File: config.mk
export PLATFORM = sky130hd
export DESIGN_NAME = spi_flash_emu_flat
export DESIGN_NICKNAME = d
export VERILOG_FILES = /design/src/rtl/spi_flash_emu_if.sv /design/src/rtl/spi_flash_emu.sv /design/src/flat_wrapper.sv
export SDC_FILE = /design/constraint.sdc
export NUM_CORES = 1
export LEC_CHECK = 0
export ABC_AREA = 1
export BUFFER_PORTS_ARGS = -buffer_cell sky130_fd_sc_hd__buf_2
export CAP_MARGIN = 20
export CELL_PAD_IN_SITES_DETAIL_PLACEMENT = 0
export CELL_PAD_IN_SITES_GLOBAL_PLACEMENT = 1
export CORE_MARGIN = 2
export CORE_UTILIZATION = 32
export DETAILED_ROUTE_END_ITERATION = 8
export PLACE_DENSITY = 0.7
export SLEW_MARGIN = 25
export SYNTH_ARGS = -nofsm -noshare
export SYNTH_HDL_FRONTEND = slang
export SYNTH_SLANG_ARGS = --single-unit
File: constraint.sdc
create_clock -name i_clk -period 2.2 [get_ports i_clk]
set_input_delay 0.22 -clock i_clk [delete_from_list [all_inputs] [get_ports i_clk]]
set_output_delay 0.22 -clock i_clk [all_outputs]
set_load 0.01 [all_outputs]
File: src/rtl/spi_flash_emu_if.sv
// Word-fetch bus between the SPI flash emulator (master) and its backing memory (slave).
`timescale 1ns/1ps
interface spi_flash_emu_if;
    logic        mem_req;
    logic [21:0] mem_addr;
    logic        mem_ack;
    logic [31:0] mem_data;

    modport master (output mem_req, output mem_addr, input mem_ack, input mem_data);
    modport slave  (input mem_req, input mem_addr, output mem_ack, output mem_data);
endinterface

File: src/rtl/spi_flash_emu.sv
// SPI (mode 0) serial flash emulator answering READ (0x03) from a 32-bit word memory,
// with one-word prefetch so bytes stream without gaps.
`timescale 1ns/1ps
module spi_flash_emu (
    input  logic            i_clk,
    input  logic            i_reset,
    input  logic            i_enable,
    input  logic            i_spi_cs,
    input  logic            i_spi_clk,
    input  logic            i_spi_si,
    output logic            o_spi_so,
    output logic            o_spi_so_oe,
    output logic            o_cmd_stb,
    output logic [7:0]      o_cmd_byte,
    output logic            o_underrun,
    spi_flash_emu_if.master mem
);
    typedef enum logic [2:0] {IDLE, CMD, ADDR, DATA, IGNORE} state_t;

    state_t      r_state;
    logic [2:0]  r_cs_sync, r_sck_sync;
    logic [1:0]  r_si_sync;
    logic [4:0]  r_bit_cnt;
    logic [7:0]  r_cmd;
    logic [23:0] r_addr;
    logic [1:0]  r_lane;
    logic [2:0]  r_bit_idx;
    logic        r_byte_bad;
    logic [21:0] r_word_addr;
    logic [31:0] r_cur_word, r_nxt_word;
    logic        r_cur_valid, r_nxt_valid;
    logic        r_mem_req;
    logic [21:0] r_mem_addr;
    logic        r_pend, r_pf_need, r_discard;
    logic [21:0] r_pend_addr;
    logic        r_so, r_so_oe, r_cmd_stb, r_underrun;
    logic [7:0]  r_cmd_byte;

    logic        w_cs_rise, w_cs_fall, w_sck_rise, w_sck_fall, w_si;
    logic        w_ack_ok, w_cur_bit;
    logic [7:0]  w_cmd_next, w_cur_byte;
    logic [23:0] w_addr_next;

    // Bit [1] is the synchronized level, bit [2] its previous value for edge detection.
    assign w_cs_rise   = r_cs_sync[1] & ~r_cs_sync[2];
    assign w_cs_fall   = ~r_cs_sync[1] & r_cs_sync[2];
    assign w_sck_rise  = r_sck_sync[1] & ~r_sck_sync[2];
    assign w_sck_fall  = ~r_sck_sync[1] & r_sck_sync[2];
    assign w_si        = r_si_sync[1];
    assign w_cmd_next  = {r_cmd[6:0], w_si};
    assign w_addr_next = {r_addr[22:0], w_si};
    assign w_ack_ok    = mem.mem_ack & r_mem_req & ~r_discard;

    always_comb begin
        w_cur_byte = r_cur_word[31:24];
        case (r_lane)
            2'd0: w_cur_byte = r_cur_word[31:24];
            2'd1: w_cur_byte = r_cur_word[23:16];
            2'd2: w_cur_byte = r_cur_word[15:8];
            2'd3: w_cur_byte = r_cur_word[7:0];
            default: w_cur_byte = r_cur_word[31:24];
        endcase
    end
    assign w_cur_bit = w_cur_byte[3'd7 - r_bit_idx];

    always_ff @(posedge i_clk or negedge i_reset) begin
        if (!i_reset) begin
            r_state     <= IDLE;
            r_cs_sync   <= 3'b111;
            r_sck_sync  <= 3'b111;
            r_si_sync   <= 2'b11;
            r_bit_cnt   <= 5'd0;
            r_cmd       <= 8'd0;
            r_addr      <= 24'd0;
            r_lane      <= 2'd0;
            r_bit_idx   <= 3'd0;
            r_byte_bad  <= 1'b0;
            r_word_addr <= 22'd0;
            r_cur_word  <= 32'd0;
            r_nxt_word  <= 32'd0;
            r_cur_valid <= 1'b0;
            r_nxt_valid <= 1'b0;
            r_mem_req   <= 1'b0;
            r_mem_addr  <= 22'd0;
            r_pend      <= 1'b0;
            r_pend_addr <= 22'd0;
            r_pf_need   <= 1'b0;
            r_discard   <= 1'b0;
            r_so        <= 1'b0;
            r_so_oe     <= 1'b0;
            r_cmd_stb   <= 1'b0;
            r_cmd_byte  <= 8'd0;
            r_underrun  <= 1'b0;
        end else begin
            r_cs_sync  <= {r_cs_sync[1:0], i_spi_cs};
            r_sck_sync <= {r_sck_sync[1:0], i_spi_clk};
            r_si_sync  <= {r_si_sync[0], i_spi_si};
            r_cmd_stb  <= 1'b0;

            // Single-outstanding fetch engine: the first word of a READ beats the prefetch.
            if (mem.mem_ack && r_mem_req) begin
                r_mem_req <= 1'b0;
                r_discard <= 1'b0;
            end else if (!r_mem_req && !w_cs_rise) begin
                if (r_pend) begin
                    r_mem_req  <= 1'b1;
                    r_mem_addr <= r_pend_addr;
                    r_pend     <= 1'b0;
                end else if (r_pf_need) begin
                    r_mem_req  <= 1'b1;
                    r_mem_addr <= r_word_addr + 22'd1;
                    r_pf_need  <= 1'b0;
                end
            end

            if (w_ack_ok) begin
                if (r_cur_valid) begin
                    r_nxt_word  <= mem.mem_data;
                    r_nxt_valid <= 1'b1;
                end else begin
                    r_cur_word  <= mem.mem_data;
                    r_cur_valid <= 1'b1;
                end
            end

            if (w_cs_rise) begin
                r_state     <= IDLE;
                r_so        <= 1'b0;
                r_so_oe     <= 1'b0;
                r_pend      <= 1'b0;
                r_pf_need   <= 1'b0;
                r_cur_valid <= 1'b0;
                r_nxt_valid <= 1'b0;
                r_discard   <= r_mem_req & ~mem.mem_ack;
            end else begin
                case (r_state)
                    IDLE: begin
                        if (w_cs_fall) begin
                            r_state   <= i_enable ? CMD : IGNORE;
                            r_bit_cnt <= 5'd0;
                            r_cmd     <= 8'd0;
                            r_addr    <= 24'd0;
                        end
                    end
                    CMD: begin
                        if (w_sck_rise) begin
                            r_cmd <= w_cmd_next;
                            if (r_bit_cnt == 5'd7) begin
                                r_cmd_stb  <= 1'b1;
                                r_cmd_byte <= w_cmd_next;
                                r_bit_cnt  <= 5'd0;
                                r_state    <= (w_cmd_next == 8'h03) ? ADDR : IGNORE;
                            end else begin
                                r_bit_cnt <= r_bit_cnt + 5'd1;
                            end
                        end
                    end
                    ADDR: begin
                        if (w_sck_rise) begin
                            r_addr <= w_addr_next;
                            if (r_bit_cnt == 5'd23) begin
                                r_pend      <= 1'b1;
                                r_pend_addr <= w_addr_next[23:2];
                                r_word_addr <= w_addr_next[23:2];
                                r_lane      <= w_addr_next[1:0];
                                r_pf_need   <= (w_addr_next[1:0] == 2'd3);
                                r_bit_idx   <= 3'd0;
                                r_byte_bad  <= 1'b0;
                                r_state     <= DATA;
                            end else begin
                                r_bit_cnt <= r_bit_cnt + 5'd1;
                            end
                        end
                    end
                    DATA: begin
                        if (w_sck_fall) begin
                            r_so_oe <= 1'b1;
                            // A byte that started without its word stays zero to its end.
                            if (!r_cur_valid) begin
                                r_so       <= 1'b0;
                                r_underrun <= 1'b1;
                                r_byte_bad <= 1'b1;
                            end else begin
                                r_so <= r_byte_bad ? 1'b0 : w_cur_bit;
                            end
                            if (r_bit_idx == 3'd7) begin
                                r_bit_idx  <= 3'd0;
                                r_byte_bad <= 1'b0;
                                r_lane     <= r_lane + 2'd1;
                                if (r_lane == 2'd2) r_pf_need <= 1'b1;
                                if (r_lane == 2'd3) begin
                                    r_word_addr <= r_word_addr + 22'd1;
                                    r_nxt_valid <= 1'b0;
                                    if (r_nxt_valid) begin
                                        r_cur_word  <= r_nxt_word;
                                        r_cur_valid <= 1'b1;
                                    end else if (w_ack_ok) begin
                                        r_cur_word  <= mem.mem_data;
                                        r_cur_valid <= 1'b1;
                                    end else begin
                                        r_cur_valid <= 1'b0;
                                    end
                                end
                            end else begin
                                r_bit_idx <= r_bit_idx + 3'd1;
                            end
                        end
                    end
                    IGNORE: ;
                    default: r_state <= IDLE;
                endcase
            end
        end
    end

    assign o_spi_so     = r_so;
    assign o_spi_so_oe  = r_so_oe;
    assign o_cmd_stb    = r_cmd_stb;
    assign o_cmd_byte   = r_cmd_byte;
    assign o_underrun   = r_underrun;
    assign mem.mem_req  = r_mem_req;
    assign mem.mem_addr = r_mem_addr;
endmodule

File: src/flat_wrapper.sv
// flat-port wrapper written by rule: the top's interface ports become plain ports
module spi_flash_emu_flat 
  (i_clk, i_reset, i_enable, i_spi_cs, i_spi_clk, i_spi_si, o_spi_so, o_spi_so_oe, o_cmd_stb, o_cmd_byte, o_underrun, mem_mem_req, mem_mem_addr, mem_mem_ack, mem_mem_data);
  spi_flash_emu_if mem_i ();
  input  logic i_clk;
  input  logic i_reset;
  input  logic i_enable;
  input  logic i_spi_cs;
  input  logic i_spi_clk;
  input  logic i_spi_si;
  output logic o_spi_so;
  output logic o_spi_so_oe;
  output logic o_cmd_stb;
  output logic [7:0] o_cmd_byte;
  output logic o_underrun;
  output wire logic [$bits(mem_i.mem_req)-1:0] mem_mem_req;
  output wire logic [$bits(mem_i.mem_addr)-1:0] mem_mem_addr;
  input wire logic [$bits(mem_i.mem_ack)-1:0] mem_mem_ack;
  input wire logic [$bits(mem_i.mem_data)-1:0] mem_mem_data;
  assign mem_mem_req = mem_i.mem_req;
  assign mem_mem_addr = mem_i.mem_addr;
  assign mem_i.mem_ack = mem_mem_ack;
  assign mem_i.mem_data = mem_mem_data;
  spi_flash_emu u_core (.i_clk(i_clk), .i_reset(i_reset), .i_enable(i_enable), .i_spi_cs(i_spi_cs), .i_spi_clk(i_spi_clk), .i_spi_si(i_spi_si), .o_spi_so(o_spi_so), .o_spi_so_oe(o_spi_so_oe), .o_cmd_stb(o_cmd_stb), .o_cmd_byte(o_cmd_byte), .o_underrun(o_underrun), .mem(mem_i));
endmodule
==> impl_results.md, run 1 <==
* Status: completed
* Inserted Diodes at 0
* Internal power at between 6 and 7 mW
* Syn Nets at approximately 1300
* Slew Viols, Final at 0
* Worst Path Max Fanout at 28
* Netlist cell types at 44
* Io pins at between 70 and 80
* Sequential power share at 46.7%
* Setup WS pre-CTS at between 0.15 and 0.2 ns
* Worst-path clk slew at 0.08 ns
* Worst r2r path cells at 9
* ANT nets after route at 0
* Setup WS post-layout at ~0.26 ns
* Min-delay worst type: in -> reg
* Most frequent cells in the layout: 328 x nand2_1, 192 x dfrtp_1, 150 x o21ai_0, 139 x nor2_1, 108 x inv_1
* Final wirelength at ~27000 um
* Headroom to the max-slew limit at 36.7%
* FF-to-FF setup slack at between 0.2 and 0.3 ns
* # fillers at 3215
* Grt ovf at 0
* NetSw at 3.14 mW
* Clock network fraction of total power at 33.1%
* Area Overhead vs Synth at 15.4%
* CP endpoint kind: flip-flop
* Root buffer cell: clkbuf_16
* Worst setup SP type: flip-flop
* Worst-margin pin slew at approximately 0.95 ns
* RSZ-0062 raised after global routing: false
* Post-Syn Instances at ~1300
* Via/cell ratio at ~4.8
* Cell Pwr Density at 807 mW/mm2
* Crit path kind: reg -> reg
* First-pass GRT wire length at 44600 um
* TNS Setup at 0 ns
* Leading cell type in the layout, fill and taps excluded: nand2_1
* Fin Hold WS at about 0.038 ns
* Peak supply drop at 0.598 mV
* Die W at 183 um
* DRC at 0
* Syn Area/Cell at a little under 8 um2
* Min cycle time layout at 1.94 ns
* GRT Total Usage at approximately 17%
* Synthesized area at between 0.01 and 0.015 mm2
* Cell Rows at 65
* Clock Latency Late Sink at between 0.4 and 0.5 ns
* Reg-to-Reg Start: u_core.r_bit_idx[1]$_DFFE_PN0P_
* Num CTS Buffers at 17
* Comb power frac at between 20% and 30%
* Critical path launch point: u_core.r_bit_idx[1]$_DFFE_PN0P_
* Per-cell routed wire length at 15.0 um
* Final setup fails at 0
* Critical path required time at about 2.5 ns
* Layout Nets at between 1000 and 1500
* Total vias in the final route at 8617
* CTS tree: yes
* 1st-pass router iterations at 5
* CP Data Arrival Time at between 2 and 2.5 ns
* Reg2reg end: u_core.r_cur_word[11]$_DFF_PN0_
* Post-DP HPWL at between 15000 and 20000 um
* Ys Warns at 0
* Routability congestion estimate at about 0.84
* Die height at ~180 um
* Core Area at ~0.031 mm2
* Die ar. at ~0.033 mm2
* Initial core utilization at between 30% and 40%
* Vias in the first global route at ~8400
* Clk sinks at 200
* #FFs+latches synth at 200
* Antenna violations before repair at 0
* Pin count of the biggest net entering global routing at between 50 and 60
* DRT iter0 DRCs at around 590
* Leak Pwr at around 5.6 nW
* Sequential area share after synthesis at between 40% and 50%
* Final period util at between 80 and 90%
* Post-Route Skew at about 0.010 ns
* Final hold violations at 0
* Switching Share at 33.0%
* Crit path to: u_core.r_cur_word[11]$_DFF_PN0_
* Fmax at a little over 500 MHz
* PortBufs at 73
* Total of max-cap violations at 0
* CTS H-tree lvls at 4
* Share of cells above drive strength 1 at between 10% and 20%
* Maximum clock path buffer count at 2
cell type report:
type	count	area, um2	share of cell area [%]
Clock buffer	17	425	3.61
Clock inverter	15	149	1.26
Inverter	120	457	3.87
Multi-Input combinational cell	915	4410	37.4
Sequential cell	200	5010	42.5
Tap cell	402	503	4.27
Timing Repair Buffer	114	830	7.04
cell usage after synthesis (all sizes together):
cell type | n | area share (%)
a211oi | 1 | 0.074
a21oi | 94 | 5.1
buf | 28 | 1.9
clkbuf | 37 | 1.5
clkinv | 1 | 0.049
dfrtp | 192 | 47
dfstp | 8 | 2.1
ha | 8 | 0.98
inv | 119 | 4.4
nand2 | 333 | 13
nand3 | 64 | 3.2
nand3b | 3 | 0.22
nand4 | 4 | 0.24
nor2 | 150 | 6.3
nor3 | 13 | 0.75
o2111ai | 1 | 0.086
o211ai | 30 | 2.3
o21a | 3 | 0.22
o21ai | 165 | 8.1
o21bai | 1 | 0.074
o22ai | 28 | 1.7
o31ai | 2 | 0.15
or2 | 4 | 0.24
xnor2 | 1 | 0.086
xor2 | 9 | 0.77
worst max-delay path, cell delays in order (launching register included):
cell and delay [ns]:
dfrtp_1 0.43, ha_1 0.21, ha_1 0.25, nand2_1 0.15, nor2_4 0.06, nand2_4 0.09
clkinv_2 0.22, buf_12 0.24, nor2_1 0.11, a21oi_1 0.05
layer usage:
metal | GRT usage, % | vias to the layer above | routed length, um
met5 | 0 | - | 0
met4 | 4.65 | 0 | 303
met3 | 2.61 | 14 | 682
met2 | 25.8 | 119 | 11500
met1 | 24.7 | 4096 | 14200
li1 | - | 4388 | -
logic make-up after synthesis:
kind of cell / after synthesis / synth area share [%]
AOI/OAI and AO/OA: 325 / 17.8
xor gates and xnor gates: 10 / 0.857
adders and majority gates: 8 / 0.980
buffers and inverters: 185 / 7.84
DFF: 200 / 49.1
and+or+nand+nor: 571 / 23.4
state kept, by name, summed over array words and instances, names as in the netlist, 2 cells and up:
name and cells:
u_core.r_addr 23, u_core.mem.mem_addr 22, u_core.r_word_addr 22, u_core.r_bit_idx 3, u_core.r_si_sync 2, u_core.r_cur_word 32, u_core.r_cs_sync 3, u_core.r_nxt_word 32
u_core.r_state 3, u_core.r_pend_addr 22, u_core.r_bit_cnt 5, u_core.o_cmd_byte 8, u_core.r_cmd 7, u_core.r_sck_sync 3, u_core.r_lane 2
stage by stage:
| step | power (mW) | area [um2] | utilization, % | std cells |
|---|---|---|---|---|
| after floorplan | 5.84 | 10200 | - | 1299 |
| after global placement | 6.37 | 11100 | 35.2 | 1740 |
| after detailed placement | 6.42 | 11100 | 35.2 | 1740 |
| after CTS | 9.64 | 11800 | 37.4 | 1781 |
| after global routing | 10.2 | 11800 | 37.5 | 1783 |
| final | 9.51 | 11800 | 37.5 | 1783 |
how the worst min path moves through the flow:
stage                     depth (start not counted)  slack (ns)                                 end             start
after CTS                                         3       0.007   u_core.r_nxt_word[26]$_DFFE_PN0P_  mem_mem_data[26]
after global placement                            1        0.17          u_core.o_cmd_stb$_DFF_PN0_           i_reset
after global routing                              3        0.04   u_core.r_nxt_word[26]$_DFFE_PN0P_  mem_mem_data[26]
final                                             3        0.04   u_core.r_nxt_word[26]$_DFFE_PN0P_  mem_mem_data[26]
after floorplan                                   0       -0.08  u_core.mem.mem_addr[0]$_DFFE_PN0P_           i_reset
after detailed placement                          1        0.18    u_core.o_cmd_byte[6]$_DFFE_PN0P_           i_reset
what timing repair did:
item                                   4_1_cts  5_1_grt
endpoints found under the hold margin       42        0
setup endpoints to repair                    0       11
hold buffers                                 9        0
buffers inserted                             0        1
gates resized for setup                      0        1
power groups by stage:
stage,Sequential [mW],Combinational [mW],Clock [mW]
final,4.44,1.92,3.15
after floorplan,4.41,1.43,0
after global placement,4.50,1.87,0
after global routing,4.50,2.24,3.43
after CTS,4.44,1.93,3.26
after detailed placement,4.51,1.91,0
Power figures use the tool's default switching activity.
==> run 2: changes to the inputs <==
Settings changed: ABC_AREA 1 to 0, PLACE_DENSITY 0.7 to 0.67.
==> run 2 against run 1 <==
Global-route usage down 1.7 points. Clock skew rose by 0.0036 ns. Worst setup slack got worse by 0.088 ns. Largest power group unchanged.
==> impl_results.md, run 2 <==
* Switching Share at 24.9%
* DRC at 0
* Multi-input logic area at 0.00461 mm2
* Core Area at between 0.03 and 0.04 mm2
* Initial core utilization at 32.6%
* Worst setup SP type: flip-flop
* Pin count of the biggest net entering global routing at 64
* Most instantiated library cell after synthesis: dfrtp_1
* RSZ-0062 raised after global routing: false
* Top-area cell type share of the netlist area at a little under 50%
* Area Overhead vs Synth at 17.4%
* Final hold violations at 0
* Sequential power share at between 50% and 60%
* Critical path required time at roughly 2.6 ns
* Total power at approximately 7.5 mW
* Peak supply drop at roughly 0.47 mV
* NetSw at 1.87 mW
* Most frequent cells in the layout: 192 x dfrtp_1, 88 x nand2_1, 78 x mux2i_1, 72 x buf_2, 65 x o21ai_0
* CP endpoint kind: flip-flop
* Top FF cell, synth: dfrtp_1
* CTS tree: yes
* Largest registers: u_core.r_cur_word: 32 flops, u_core.r_nxt_word: 32 flops, u_core.r_addr: 23 flops
* Final period util at about 92%
* Via/cell ratio at 5.21
* Worst-path clk slew at 0.08 ns
* #FFs+latches synth at 200
* Vias in the first global route at 7199
* # fillers at 3021
* Final wirelength at 24000 um
* Min cycle time layout at ~2.0 ns
* Sequential area share after synthesis at 50.2%
* Top cell type by total area after synthesis: dfrtp_1
* EDFF count, synth at 0
* Io pins at 74
* Cell Rows at 64
* Routability congestion estimate at around 0.77
* Total of max-cap violations at 0
* FF+latch area at roughly 0.0050 mm2
* Share of cells above drive strength 1 at 21.9%
* Leak Pwr at 5.60 nW
* Crit path kind: reg -> reg
* Worst Path Max Fanout at 11
* Synthesized area at approximately 0.01 mm2
* Netlist cell types at a little under 70
* Leading cell type in the layout, fill and taps excluded: dfrtp_1
* Layout Nets at 1051
* Non-Filler Instances at around 1400
* 1st-pass router iterations at 4
* Ys Warns at 0
* Slew Viols, Final at 0
* Maximum clock path buffer count at 2
* Clock network fraction of total power at between 40% and 50%
* CTS H-tree lvls at 4
* PortBufs at between 70 and 80
* Total vias in the final route at approximately 7400
* Num CTS Buffers at 17
* Die ar. at 0.0327 mm2
* Clock Latency Late Sink at 0.45 ns
* Clk sinks at 200
* ANT nets after route at 0
* First-pass GRT wire length at a little under 40000 um
* Synth top cells by count: 192 x dfrtp_1, 88 x nand2_1, 78 x mux2i_1
* Syn Nets at just under 1000
* Comb power frac at between 5 and 6%
* Worst-margin pin slew at between 0.5 and 0.6 ns
* Final setup fails at 0
* Fmax at 492 MHz
* CP Data Arrival Time at around 2.4 ns
* TNS Setup at 0 ns
* Status: completed
* Min-delay worst type: in -> reg
* DRT iter0 DRCs at approximately 520
* GRT Total Usage at between 10% and 20%
* Synth async-reset ratio at between 90% and 100%
* Cells after DPL at between 1000 and 1500
* Per-cell routed wire length at ~17 um
* Post-Syn Instances at around 900
* Internal power at 5.64 mW
* Synth area leaders: dfrtp_1 48%, mux2i_1 7.8%, mux2_2 4.2%
* Antenna violations before repair at 0
* Root buffer cell: clkbuf_16
* Post-DP HPWL at 15900 um
* Grt ovf at 0
* Die height at ~180 um
* Cell Pwr Density at between 600 and 700 mW/mm2
* Headroom to the max-slew limit at between 60% and 70%
* Die W at about 180 um
* Syn Area/Cell at 10.8 um2
* Post-Route Skew at around 0.014 ns
* Inserted Diodes at 0
-- run 2: cell type report --
| cell class | instances | share of cell area, % |
|---|---|---|
| flip-flops and latches | 200 | 42.8 |
| multi-input cells | 635 | 39.3 |
| repair buffers | 129 | 7.84 |
| well taps | 396 | 4.22 |
| clock buffers | 17 | 3.63 |
| clock inverters | 15 | 1.57 |
| inverters | 21 | 0.672 |
-- run 2: per-layer routing --
layer / routed length, um / up-vias / share of wire, % / global-route usage (%)
met2: 11200 / 108 / 47 / 23.8
met1: 11700 / 3680 / 49 / 21.2
met5: 0 / - / 0 / 0
met4: 275 / 0 / 1.1 / 4.16
li1: - / 3559 / - / -
met3: 763 / 21 / 3.2 / 2.96
-- run 2: kinds of logic after synthesis --
kind of cell	synth area share, %
mux	15.6
compound gates	15.7
fa+ha+maj	1.00
simple gates	12.3
xor+xnor	1.31
buf+inv	3.87
flops	50.2
-- run 2: what timing repair did --
action	CTS	global route
hold buffers	5	0
gates resized for setup	0	1
hold endpoints to repair	59	0
buffers inserted	0	0
setup endpoints to repair	0	16
-- run 2: worst max-delay path, cell delays in order, from the launching register on --
cell and delay (ns):
dfstp_2 0.55, nor2b_1 0.07, buf_4 0.18, or3_1 0.55
or4_1 0.53, nand3_1 0.09
-- run 2: power by group through the flow --
stage	combinational, mW	sequential (mW)	clock, mW
after CTS	0.394	3.82	3.39
after global routing	0.437	3.83	3.56
final	0.384	3.82	3.31
after detailed placement	0.386	3.89	0
after floorplan	0.187	3.86	0
after global placement	0.380	3.89	0
-- run 2: metrics by stage --
step / cell area, um2 / hold slack [ns] / utilization [%] / setup WS (ns)
after floorplan: 9990 / -0.0756 / - / 0.107
after global placement: 11100 / 0.256 / 36.1 / 0.191
after detailed placement: 11100 / 0.259 / 36.1 / 0.163
after CTS: 11700 / 0.00427 / 38.2 / 0.151
after global routing: 11700 / 0.0165 / 38.2 / 0.0369
final: 11700 / 0.0268 / 38.2 / 0.168
-- run 2: path summary, 6_finish.rpt --
check                                                    from                                   to  slack, ns  cells past startpoint
worst min-delay path                         mem_mem_data[30]    u_core.r_nxt_word[30]$_DFFE_PN0P_       0.03                      2
max in group asynchronous                             i_reset    u_core.r_nxt_word[16]$_DFFE_PN0P_       1.16                      3
worst min register to register  u_core.r_si_sync[0]$_DFF_PN1_        u_core.r_si_sync[1]$_DFF_PN1_       0.36                      0
worst max register to register  u_core.r_cs_sync[2]$_DFF_PN1_  u_core.mem.mem_addr[21]$_DFFE_PN0P_       0.17                      5
worst max-delay path            u_core.r_cs_sync[2]$_DFF_PN1_  u_core.mem.mem_addr[21]$_DFFE_PN0P_       0.17                      5
min in group asynchronous                             i_reset  u_core.mem.mem_addr[14]$_DFFE_PN0P_       0.32                      2
==> run 3: changes to the inputs <==
Settings changed: CORE_UTILIZATION 32 to 28, PLACE_DENSITY 0.67 to 0.61.
==> run 3 against run 2 <==
Flip-flop and latch count unchanged. Critical path depth grew 3. Sequential share of layout area is 0.58 points lower. Die area grew 14%. Largest power group unchanged.
==> impl_results.md, run 3 (synthesis gave the netlist of run 2 again) <==
* Status: completed
* Share of cells above drive strength 1 at 22.2%
* Final setup fails at 0
* Peak supply drop at 0.573 mV
* Io pins at 74
* First-pass GRT wire length at roughly 40000 um
* Cell Pwr Density at approximately 630 mW/mm2
* Area Overhead vs Synth at 19.0%
* Layout Nets at roughly 1100
* Core Area at between 0.03 and 0.04 mm2
* Worst path cell trace: ha_1 > ha_1 > nand2_1 > a211oi_1 > and2_1 > nand2_2 > buf_12 > mux2_1
* Num CTS Buffers at 17
* DRT iter0 DRCs at about 430
* CP endpoint kind: flip-flop
* Initial core utilization at between 20 and 30%
* Antenna violations before repair at 0
* Leading cell type in the layout, fill and taps excluded: dfrtp_1
* Routability congestion estimate at ~0.74
* Met1 wire length at ~12000 um
* Min-delay worst type: in -> reg
* Final Instance Area at 0.0119 mm2
* DR WL met3 at roughly 760 um
* PortBufs at 73
* Critical path required time at about 2.5 ns
* Final period util at 94.1%
* Per-cell routed wire length at around 17 um
* Die ar. at about 0.037 mm2
* Inserted Diodes at 0
* Die height at 193 um
* Vias in the first global route at 7219
* Fin util at between 30 and 40%
* Worst setup SP type: flip-flop
* Worst-margin pin slew at ~0.59 ns
* Largest registers: u_core.r_cur_word: 32 flops, u_core.r_nxt_word: 32 flops, u_core.r_addr: 23 flops
* RSZ-0062 raised after global routing: false
* Pin count of the biggest net entering global routing at 65
* Post-CTS setup repair buffer count at 0
* Clk sinks at 200
* Worst-path clk slew at 0.08 ns
* Leak Pwr at approximately 5.6 nW
* Crit path max-delay family: simple AND/OR/NAND/NOR gates
* Final wirelength at roughly 25000 um
* Buffers & Inverters on Critical Path at 1
* Total of max-cap violations at 0
* Crit path kind: reg -> reg
* Most frequent cells in the layout: 192 x dfrtp_1, 88 x nand2_1, 78 x mux2i_1, 72 x buf_2, 65 x o21ai_0
* Final hold violations at 0
* Root buffer cell: clkbuf_16
* WL met2 at about 12000 um
* Slowest stage cell, crit path: dfrtp_1
* ANT nets after route at 0
* Post-DP HPWL at between 15000 and 20000 um
* Fmax at 483 MHz
* Worst Path Max Fanout at 23
* Die W at slightly below 200 um
* Clock Latency Late Sink at approximately 0.45 ns
* Total vias in the final route at between 7000 and 8000
* Post-CTS resize count at 0
* CP most frequent cell: ha_1
* CTS tree: yes
* Slew Viols, Final at 0
* CP Data Arrival Time at approximately 2.4 ns
* GRT Total Usage at between 10% and 20%
* Min cycle time layout at ~2.1 ns
* Placed cell area at roughly 0.011 mm2
* Via/cell ratio at between 4 and 5
* Max incr delay on CP at approximately 0.37 ns
* Maximum clock path buffer count at 2
* CTS H-tree lvls at 4
* TNS Setup at 0 ns
* 1st-pass router iterations at 5
* Post-Route Skew at 0.0103 ns
* Highest metal used: met4
* Headroom to the max-slew limit at between 60% and 70%
* Cell Rows at between 60 and 70
* DRC at 0
* Grt ovf at 0
## run 3: timing repair
item                                    4_1_cts  5_1_grt
endpoints found under the setup margin        0        0
hold buffers                                  5        0
endpoints found under the hold margin        56        0
## run 3: final cells by class
type / count / area, um2
clock buffers: 19 / 443
repair buffers: 135 / 1010
multi-input cells: 635 / 4610
flip-flops and latches: 200 / 5010
well taps: 461 / 577
clock inverters: 13 / 156
fillers: 3579 / 23500
inverters: 21 / 78.8
## run 3: layer usage
metal / GRT usage (%) / vias up
met5: 0 / -
met4: 3.32 / 0
met3: 3.07 / 16
met2: 22.9 / 100
met1: 19.2 / 3633
li1: - / 3565
## run 3: stage by stage
step / setup slack [ns] / hold WS (ns) / power (mW) / instances
after floorplan: 0.107 / -0.0756 / 4.05 / 923
after global placement: 0.185 / 0.277 / 4.28 / 1447
after detailed placement: 0.121 / 0.277 / 4.29 / 1447
after CTS: 0.117 / 0.00000211 / 7.61 / 1484
after global routing: 0.0311 / 0.00714 / 7.82 / 1484
final: 0.130 / 0.0283 / 7.48 / 1484
## run 3: path summary, 6_finish.rpt
kind,cells after the start,end,slack [ns],startpoint
setup / recovery,8,u_core.r_pend_addr[12]$_DFFE_PN0P_,0.13,u_core.r_bit_idx[0]$_DFFE_PN0P_
hold / removal,2,u_core.r_nxt_word[30]$_DFFE_PN0P_,0.03,mem_mem_data[30]
setup reg to reg,8,u_core.r_pend_addr[12]$_DFFE_PN0P_,0.13,u_core.r_bit_idx[0]$_DFFE_PN0P_
hold reg to reg,0,u_core.r_cs_sync[1]$_DFF_PN1_,0.36,u_core.r_cs_sync[0]$_DFF_PN1_
max in group asynchronous,3,u_core.r_cs_sync[1]$_DFF_PN1_,1.12,i_reset
min in group asynchronous,2,u_core.mem.mem_addr[21]$_DFFE_PN0P_,0.34,i_reset
## run 3: where the power goes
| part | switching (mW) | leakage (nW) | total, mW | internal (mW) |
|---|---|---|---|---|
| clock network | 1.53 | 0.288 | 3.27 | 1.74 |
| registers | 0.0631 | 2.75 | 3.81 | 3.75 |
| logic | 0.228 | 2.61 | 0.395 | 0.167 |
| total | 1.82 | 5.64 | 7.48 | 5.66 |
